==> config.mk <==
export PLATFORM = sky130hd
export DESIGN_NAME = mcpu5_feeder
export DESIGN_NICKNAME = d
export VERILOG_FILES = /design/src/rtl/mcpu5_pkg.sv /design/src/rtl/mcpu5_prog_mem.sv /design/src/rtl/mcpu5_feeder.sv
export SDC_FILE = /design/constraint.sdc
export NUM_CORES = 1
export LEC_CHECK = 0
export ABC_AREA = 1
export CAP_MARGIN = 20
export CELL_PAD_IN_SITES_DETAIL_PLACEMENT = 1
export CELL_PAD_IN_SITES_GLOBAL_PLACEMENT = 2
export CORE_MARGIN = 10
export CORE_UTILIZATION = 33
export DETAILED_ROUTE_END_ITERATION = 12
export PLACE_DENSITY = 0.83
export SKIP_CTS_REPAIR_TIMING = 1
export SKIP_LAST_GASP = 1
export SLEW_MARGIN = 15
export SYNTH_ARGS = -nofsm -noshare
export SYNTH_HDL_FRONTEND = slang
export SYNTH_SLANG_ARGS = --single-unit
==> constraint.sdc <==
create_clock -name clk -period 1.9 [get_ports clk]
set_clock_uncertainty 0.1 [all_clocks]
set_input_delay 0.285 -clock clk [delete_from_list [all_inputs] [get_ports clk]]
set_output_delay 0.285 -clock clk [all_outputs]
set_load 0.02 [all_outputs]
==> src/rtl/mcpu5_pkg.sv <==
// rtl/mcpu5_pkg.sv - shared opcodes, feeder FSM states and limits for the MCPU5 feeder
package mcpu5_pkg;

  localparam logic [5:0] OP_OUT = 6'b111001;
  localparam logic [2:0] OP_STA = 3'b101;
  localparam logic [1:0] OP_LDI = 2'b01;

  localparam int PHASE_LEN_MIN = 2;

  typedef enum logic [2:0] {
    IDLE,
    RST_HI,
    RST_LO,
    HI,
    LO,
    PARK
  } feeder_state_e;

endpackage

==> src/rtl/mcpu5_prog_mem.sv <==
// rtl/mcpu5_prog_mem.sv - program word store, synchronous write, asynchronous read, no reset
module mcpu5_prog_mem #(
  parameter int ADDR_W = 4
) (
  input  logic              clk,
  input  logic              i_we,
  input  logic [ADDR_W-1:0] i_waddr,
  input  logic [5:0]        i_wdata,
  input  logic [ADDR_W-1:0] i_raddr,
  output logic [5:0]        o_rdata
);

  logic [5:0] r_mem [2**ADDR_W];

  always_ff @(posedge clk) begin
    if (i_we) begin
      r_mem[i_waddr] <= i_wdata;
    end
  end

  assign o_rdata = r_mem[i_raddr];

endmodule

==> src/rtl/mcpu5_feeder.sv <==
// rtl/mcpu5_feeder.sv - clocks the MCPU5 core from program memory and demuxes its PC/ACC bus
module mcpu5_feeder
  import mcpu5_pkg::*;
#(
  parameter int ADDR_W    = 4,
  parameter int PHASE_LEN = 2
) (
  input  logic              clk,
  input  logic              rst_n,
  input  logic              run_i,
  input  logic              prog_we_i,
  input  logic [ADDR_W-1:0] prog_addr_i,
  input  logic [5:0]        prog_data_i,
  output logic              cpu_clk_o,
  output logic              cpu_rst_o,
  output logic [5:0]        cpu_inst_o,
  input  logic [7:0]        cpu_bus_i,
  output logic [7:0]        out_data_o,
  output logic              out_valid_o,
  output logic [15:0]       cyc_o
);

  localparam int PL   = (PHASE_LEN < PHASE_LEN_MIN) ? PHASE_LEN_MIN : PHASE_LEN;
  localparam int PH_W = $clog2(PL);
  localparam logic [PH_W-1:0] PH_SAMP = PH_W'(PL - 2);
  localparam logic [PH_W-1:0] PH_LAST = PH_W'(PL - 1);

  feeder_state_e   r_state, w_next_state;
  logic [PH_W-1:0] r_phase;
  logic            r_rst_cnt;
  logic [5:0]      r_inst;
  logic [7:0]      r_out_data;
  logic            r_out_valid;
  logic [15:0]     r_cyc;
  logic            w_mem_we;
  logic [5:0]      w_mem_rdata;
  logic            w_samp;
  logic            w_last;

  assign w_samp = (r_phase == PH_SAMP);
  assign w_last = (r_phase == PH_LAST);

  mcpu5_prog_mem #(.ADDR_W(ADDR_W)) u_mem (
    .clk     (clk),
    .i_we    (w_mem_we),
    .i_waddr (prog_addr_i),
    .i_wdata (prog_data_i),
    .i_raddr (cpu_bus_i[ADDR_W-1:0]),
    .o_rdata (w_mem_rdata)
  );

  // Leaving reset jumps into the final high-phase cycle so cpu_rst_o drops while cpu_clk_o is high.
  always_ff @(posedge clk or negedge rst_n) begin
    if (!rst_n) begin
      r_state   <= IDLE;
      r_phase   <= '0;
      r_rst_cnt <= 1'b0;
    end else begin
      r_state <= w_next_state;
      if (r_state == RST_HI && w_next_state == HI) begin
        r_phase <= PH_LAST;
      end else if (w_next_state != r_state) begin
        r_phase <= '0;
      end else if (r_state inside {RST_HI, RST_LO, HI, LO}) begin
        r_phase <= r_phase + PH_W'(1);
      end else begin
        r_phase <= '0;
      end
      if (r_state == IDLE) begin
        r_rst_cnt <= 1'b0;
      end else if (r_state == RST_LO) begin
        r_rst_cnt <= 1'b1;
      end
    end
  end

  always_comb begin
    w_next_state = r_state;
    case (r_state)
      IDLE:    if (run_i) w_next_state = RST_HI;
      RST_HI: begin
        if (r_rst_cnt && w_samp) begin
          w_next_state = HI;
        end else if (w_last) begin
          w_next_state = RST_LO;
        end
      end
      RST_LO:  if (w_last) w_next_state = RST_HI;
      HI: begin
        if (w_samp && !run_i) begin
          w_next_state = PARK;
        end else if (w_last) begin
          w_next_state = LO;
        end
      end
      LO:      if (w_last) w_next_state = HI;
      PARK:    if (run_i) w_next_state = LO;
      default: w_next_state = IDLE;
    endcase
  end

  always_comb begin
    cpu_clk_o = 1'b0;
    cpu_rst_o = 1'b0;
    w_mem_we  = 1'b0;
    case (r_state)
      IDLE: begin
        cpu_rst_o = 1'b1;
        w_mem_we  = prog_we_i;
      end
      RST_HI: begin
        cpu_clk_o = 1'b1;
        cpu_rst_o = 1'b1;
      end
      RST_LO:  cpu_rst_o = 1'b1;
      HI:      cpu_clk_o = 1'b1;
      PARK: begin
        cpu_clk_o = 1'b1;
        w_mem_we  = prog_we_i;
      end
      default: ;
    endcase
  end

  // Fetch on the high-phase sample point; capture ACC and count on the last low-phase cycle.
  always_ff @(posedge clk or negedge rst_n) begin
    if (!rst_n) begin
      r_inst      <= '0;
      r_out_data  <= '0;
      r_out_valid <= 1'b0;
      r_cyc       <= '0;
    end else begin
      r_out_valid <= 1'b0;
      if ((r_state == HI || r_state == RST_HI) && w_samp) begin
        r_inst <= w_mem_rdata;
      end
      if (r_state == LO && w_last) begin
        if (r_inst == OP_OUT) begin
          r_out_data  <= cpu_bus_i;
          r_out_valid <= 1'b1;
        end
        if (r_cyc != 16'hFFFF) begin
          r_cyc <= r_cyc + 16'd1;
        end
      end
    end
  end

  assign cpu_inst_o  = r_inst;
  assign out_data_o  = r_out_data;
  assign out_valid_o = r_out_valid;
  assign cyc_o       = r_cyc;

endmodule
# After elaboration in Yosys (flattened, before gate mapping)
# Memory sizes are Yosys's and may differ from the RTL's. A register that Yosys moved wholly into a read port is not among the register bits.
# Index checks and enable logic that the tools add are counted.
op_classes:
  add_sub_neg: 2
  reduce_logical: 16
  eq_ne: 9
  n_bitwise: 1
  mux: 21
op_table:
  columns: ["op", "count"]
  rows:
  - ["$mux 3", 8]
  - ["$pmux 3 s6", 1]
  - ["$add 16x1->16 const B", 1]
  - ["$ne 16x16->1 const B", 1]
  - ["$mux 1", 12]
  - ["$eq 3x2->1 const B", 3]
  - ["$eq 3x3->1 const B", 2]
  - ["$eq 6x6->1 const B", 1]
  - ["$reduce_or 3->1", 2]
  - ["$logic_and 1x1->1", 5]
  - ["$reduce_and 2->1", 2]
  - ["$reduce_bool 4->1", 1]
  - ["$eq 3x1->1 const B", 1]
  - ["$logic_not 3->1", 1]
  - ["$ne 3x3->1", 1]
  - ["$logic_not 1->1", 2]
  - ["$reduce_bool 2->1", 1]
  - ["$reduce_or 2->1", 1]
  - ["$add 1x1->1 const B", 1]
  - ["$logic_or 1x1->1", 1]
  - ["$not 1->1", 1]
word_totals:
  in_bits: 22
  output_inout_bits: 33
  wordCells: 56
  ram_bits: 96
  regBits: 30
  n_memories: 1
memory_table:
  columns: ["memory", "depth", "width", "rd", "rd_clocked_by_memory_dff", "wr", "line", "rtl"]
  rows:
  - ["u_mem.r_mem", 16, 6, 1, 1, 1, "mcpu5_prog_mem.sv:13", "logic [5:0] r_mem [2**ADDR_W];"]

# Logic depth before layout (Yosys ltp)
depth:
  ltp_word: 7
  mapped_depth: 11
  ltp_nobuf: 9

# Cells and area by module
# A second synthesis with hierarchy kept.
hier_totals:
  hier_cells: 664
  area_unflattened_um2: 6153.4
by_module_without_submodules:
  columns: ["mod", "cells_each", "area_each_um2", "seq_area_each_um2", "n_inst"]
  rows:
  - ["mcpu5_prog_mem", 416, 4204.0, 2882.8, 1]
  - ["mcpu5_feeder", 248, 1949.4, 900.9, 1]

# Worst setup path after synthesis
# No wires, ideal clock.
synth_path:
  kind: "reg-to-reg"
  startpoint: "register r_state[1]"
  endpoint: "memory u_mem.r_mem[12][0] (enable)"
  t_arrival_ns: 1.339
  setup_slack_ns: 0.111
  t_required_ns: 1.450
  stages_incl_launch_ff: 8
  n_path_buf: 0
  path_cell_list: "dfrtp_1 > inv_2 > nand2_1 > nor2_1 > inv_1 > a21boi_2 > nand3_1 > nor2_1"
synth_via:
  elab_chain_cells: 5
  elab_cells_between_ends: 6
  cone_classes: "1 x eq/ne; 3 x mux; 2 x reduce/logical"
synth_lines:
  columns: ["item", "line", "rtl"]
  rows:
  - ["start: declaration", "mcpu5_feeder.sv:28", "feeder_state_e r_state, w_next_state;"]
  - ["start signal: assignment", "mcpu5_feeder.sv:59", "r_state <= w_next_state;"]
  - ["$eq 3x3->1 or $logic_not 3->1 (tied branches)", "mcpu5_feeder.sv:106", "case (r_state)"]
  - ["$reduce_or 2->1 (no source line) *", null, null]
  - ["$mux 1 *", "mcpu5_feeder.sv:106", null]
  - ["$mux 1 *", "mcpu5_prog_mem.sv:16", "if (i_we) begin"]
  - ["$mux 1 (not written as such) *", "mcpu5_prog_mem.sv:17", "r_mem[i_waddr] <= i_wdata;"]
  - ["end: declaration", "mcpu5_prog_mem.sv:13", null]
# Mark *: on every way between the ends. The rest lies on a longest branch, timed or not.

# Final worst setup path
layout_path:
  startpoint: "register r_state[0]"
  endpoint: "output port cpu_clk_o"
layout_via:
  elab_chain_cells: 3
  elab_cells_between_ends: 5
  cone_classes: "3 x eq/ne; 1 x mux; 1 x reduce/logical"
layout_lines:
  columns: ["item", "line", "rtl"]
  rows:
  - ["$eq 3x2->1, or another cell as far along", "mcpu5_feeder.sv:106", null]
  - ["$reduce_or 3->1 (no source line) *", null, null]
  - ["$mux 1 *", "mcpu5_feeder.sv:106", null]
  - ["end: declaration", "mcpu5_feeder.sv:14", "output logic cpu_clk_o,"]
# Marks and branches as above.

==> results <==
Yosys cell counts:
master | n | share of area [%]
o2111ai_1 | 1 | 0.15
or2_2 | 1 | 0.11
a21oi_1 | 2 | 0.17
nor3_1 | 2 | 0.17
buf_6 | 2 | 0.39
nand3_1 | 80 | 6.9
buf_2 | 8 | 0.69
nand3_2 | 2 | 0.35
nor3b_1 | 1 | 0.13
inv_4 | 1 | 0.11
dfrtp_1 | 36 | 16
xnor2_1 | 5 | 0.76
clkbuf_1 | 4 | 0.26
o21ai_2 | 6 | 0.91
nand2_1 | 216 | 14
nand2_4 | 1 | 0.20
o21a_1 | 1 | 0.13
nor2_4 | 2 | 0.39
clkbuf_2 | 1 | 0.087
edfxtp_1 | 96 | 50
o21ai_0 | 6 | 0.52
nand3b_1 | 1 | 0.13
nand4_1 | 5 | 0.54
buf_1 | 1 | 0.065
nor2_1 | 37 | 2.4
o211ai_1 | 2 | 0.26
inv_2 | 3 | 0.20
o21ai_1 | 7 | 0.61
xor2_1 | 6 | 0.91
inv_1 | 23 | 1.5
buf_4 | 5 | 0.65
clkinv_1 | 1 | 0.065
nor2_2 | 1 | 0.11
a21boi_2 | 1 | 0.20
ha_1 | 1 | 0.22
cell families after synthesis:
kind of cell | after synthesis
compound gates | 26
xor+xnor | 11
fa+ha+maj | 1
buf+inv | 49
flops | 132
simple gates | 349
state kept, by name, indices dropped and copies added, names as in the netlist:
signal and cells:
r_state 3, out_valid_o 1, cpu_inst_o 6, r_rst_cnt 1
u_mem.r_mem 96, r_phase 1, out_data_o 8, cyc_o 16
metal layers:
layer / vias to the layer above / GRT usage, % / routed length [um]
met5: - / 0 / 0
met4: 0 / 5.227 / 285
met3: 17 / 2.992 / 834
met2: 116 / 23.09 / 8088
met1: 2202 / 16.52 / 6977
li1: 2117 / - / -
worst reg2reg max path, stage by stage, from the launching register on:
cell,delay [ps]
dfrtp_1,400
inv_1,110
nor2_2,140
inv_1,70
a21boi_2,140
buf_6,160
nand3_4,130
nor2_2,120
buf_4,170
layout make-up:
class | count | share of cell area, %
multi-input cells | 387 | 24.26
inverters | 28 | 1.544
flip-flops and latches | 132 | 49.69
clock buffers | 17 | 5.585
well taps | 225 | 3.696
repair inverters | 1 | 0.1478
clock inverters | 15 | 1.873
repair buffers | 104 | 13.21
power groups by stage:
stage | clock [mW] | sequential [mW] | combinational (mW)
after global routing | 3.35 | 3.48 | 1.71
after floorplan | 0 | 3.57 | 0.640
after detailed placement | 0 | 3.51 | 1.47
final | 3.15 | 3.46 | 1.54
after global placement | 0 | 3.49 | 1.43
after CTS | 3.21 | 3.45 | 1.48
how the worst min path moves through the flow:
| stage | endpoint | from | slack, ps |
|---|---|---|---|
| after floorplan | cpu_inst_o[0] | rst_n | -110 |
| after global placement | out_data_o[7] | rst_n | 270 |
| after detailed placement | out_data_o[5] | rst_n | 280 |
| after CTS | cpu_inst_o[4] | rst_n | -160 |
| after global routing | out_data_o[5] | cpu_bus_i[5] | 340 |
| final | out_data_o[6] | cpu_bus_i[6] | 330 |
per-stage QoR:
stage | util [%] | hold WS [ps] | instances | cell area (um^2) | setup TNS, ps
2_1_floorplan | - | -110.6 | 568 | 5767 | 0
3_3_place_gp | 39.67 | 269.3 | 873 | 6838 | -2657
3_5_place_dp | 39.67 | 283.4 | 873 | 6838 | -2108
4_1_cts | 42.97 | -163.0 | 905 | 7406 | -1300
5_1_grt | 44.19 | 340.9 | 909 | 7617 | -2344
6_report | 44.19 | 325.4 | 909 | 7617 | -22.30
==> flow_summary.yaml <==
pwr:
  peakVddDrop_v: 0.0006425
  power-per-cell-area_nw_per_um2: 1070
  combPwrFrac_pct: 18.9
  p_int_mw: 5.773
  p_sw_mw: 2.378
  power_frac_clock_pct: 38.7
  power.total_mw: 8.151
  swShare_pct: 29.18
  seqPwrFrac_pct: 42.4
  p_leak_nw: 3.256
sta:
  period_share_pct: 101.2
  max_freq_mhz: 520.2
  finalSetupViolCount: 1
  hold_viol_final: 0
  slew_violations: 0
  tightest_slew_ps: 575.4
  maxSlewHeadroom_pct: 61.52
  rsz0062_at_grt: "yes"
  fin_ws_ps: -22.30
  period_needed_ps: 1922
layout:
  layout_common_cells: "nand2_1 (213), edfxtp_1 (96), nand3_1 (78), buf_4 (39), clkdlybuf4s50_1 (38)"
  antenna_cells: 0
  final_common_cell: "nand2_1"
  area_growth_pct: 32.09
  fillCellCount: 1885
  drive_above_1_share_pct: 17.54
  seqCellArea_um2: 3785
  fin_nets: 694
  multi_input_area_um2: 1848
yosys:
  synthAdderAreaFrac_pct: 0.2170
  syn_avg_cell_area_um2: 10.15
  synthCells: 568
  syn_area_um2: 5767
  synth.area.mux_share_pct: 0
  synth-compound-area-share_pct: 2.951
  yosysUniqueCellTypes: 35
  syn_nets: 591
  yosysWarnings: 0
  synth-simple-area-share_pct: 25.54
  synth-seq-cells: 132
  synth_top_family_by_area: "simple AND/OR/NAND/NOR gates"
  ys_seq_area_share_pct: 65.61
  synthXorXnorAreaFrac_pct: 1.671
critical_path:
  crit_path_max_fanout: 4
  setup.worst_path.start_class: "flop"
  worstReg2RegEnd: "u_mem.r_mem[10][2]"
  cp_common_cell: "inv_1"
  cpPeakStageDelay_ps: 400
  worst-setup-path-type: "flop to output pin"
  crit_family: "buffers and inverters"
  cp-end-kind: "output pin"
  rr_worst_depth: 8
  cp_cell_sequence: "inv_1 -> nor2_2 -> inv_1 -> buf_4 -> nand2_1 -> dlymetal6s2s_1"
  cp.depth: 6
  critical_path_arrival_ps: 1540
  critPathBufInv: 4
  cp_data_required_time_ps: 1510
  crit_start: "r_state[0]"
  slowest_stage: "dfrtp_1"
  r2r-start: "r_state[0]"
  cp-endpoint: "cpu_clk_o"
  rrSetupSlack_ps: 70
clock_tree:
  cts_buffers: 17
  clk_pin_slew_ps: 60
  root_buffer: "clkbuf_16"
  clock_latency_ps: 420
  clock_sinks: 132
  htreeDepth: 4
  cts_max_path_buffers: 2
  cts_tree: "done"
place:
  dp_hpwl_um: 11280
  pre_cts_slack_ps: -115.4
  routabilityCongestion: 0.7895
  portBuffers: 54
worst_hold_path:
  min_path_cells: 3
  hold_class: "input pin to flop"
global_routing:
  antenna_found_initial: 0
  grt_pass1_vias: 4808
  gr-total-overflow: 0
  track_usage_pct: 13.62
  grt_max_degree: 37
  grt_pass1_wl_um: 25350
run_status:
  status: "complete, but fails checks"
  violations: "negative setup slack"
run:
  cap_violations: 0
route:
  drc: 0
  dr.first_iter.drc_count: 309
  vias: 4452
  wl_um: 16190
  viasPerCell: 4.898
  routedWlPerCell_um: 17.81
  firstDrtPassIters: 4
  ant_nets: 0
floorplan:
  fp.dieH_um: 152.2
  coreArea_um2: 17240
  rows: 48
  io-pin-count: 55
  die_w_um: 152.2
  die_area_um2: 23160
  initial_utilization_pct: 33.46
(Power assumes the default switching activity.)
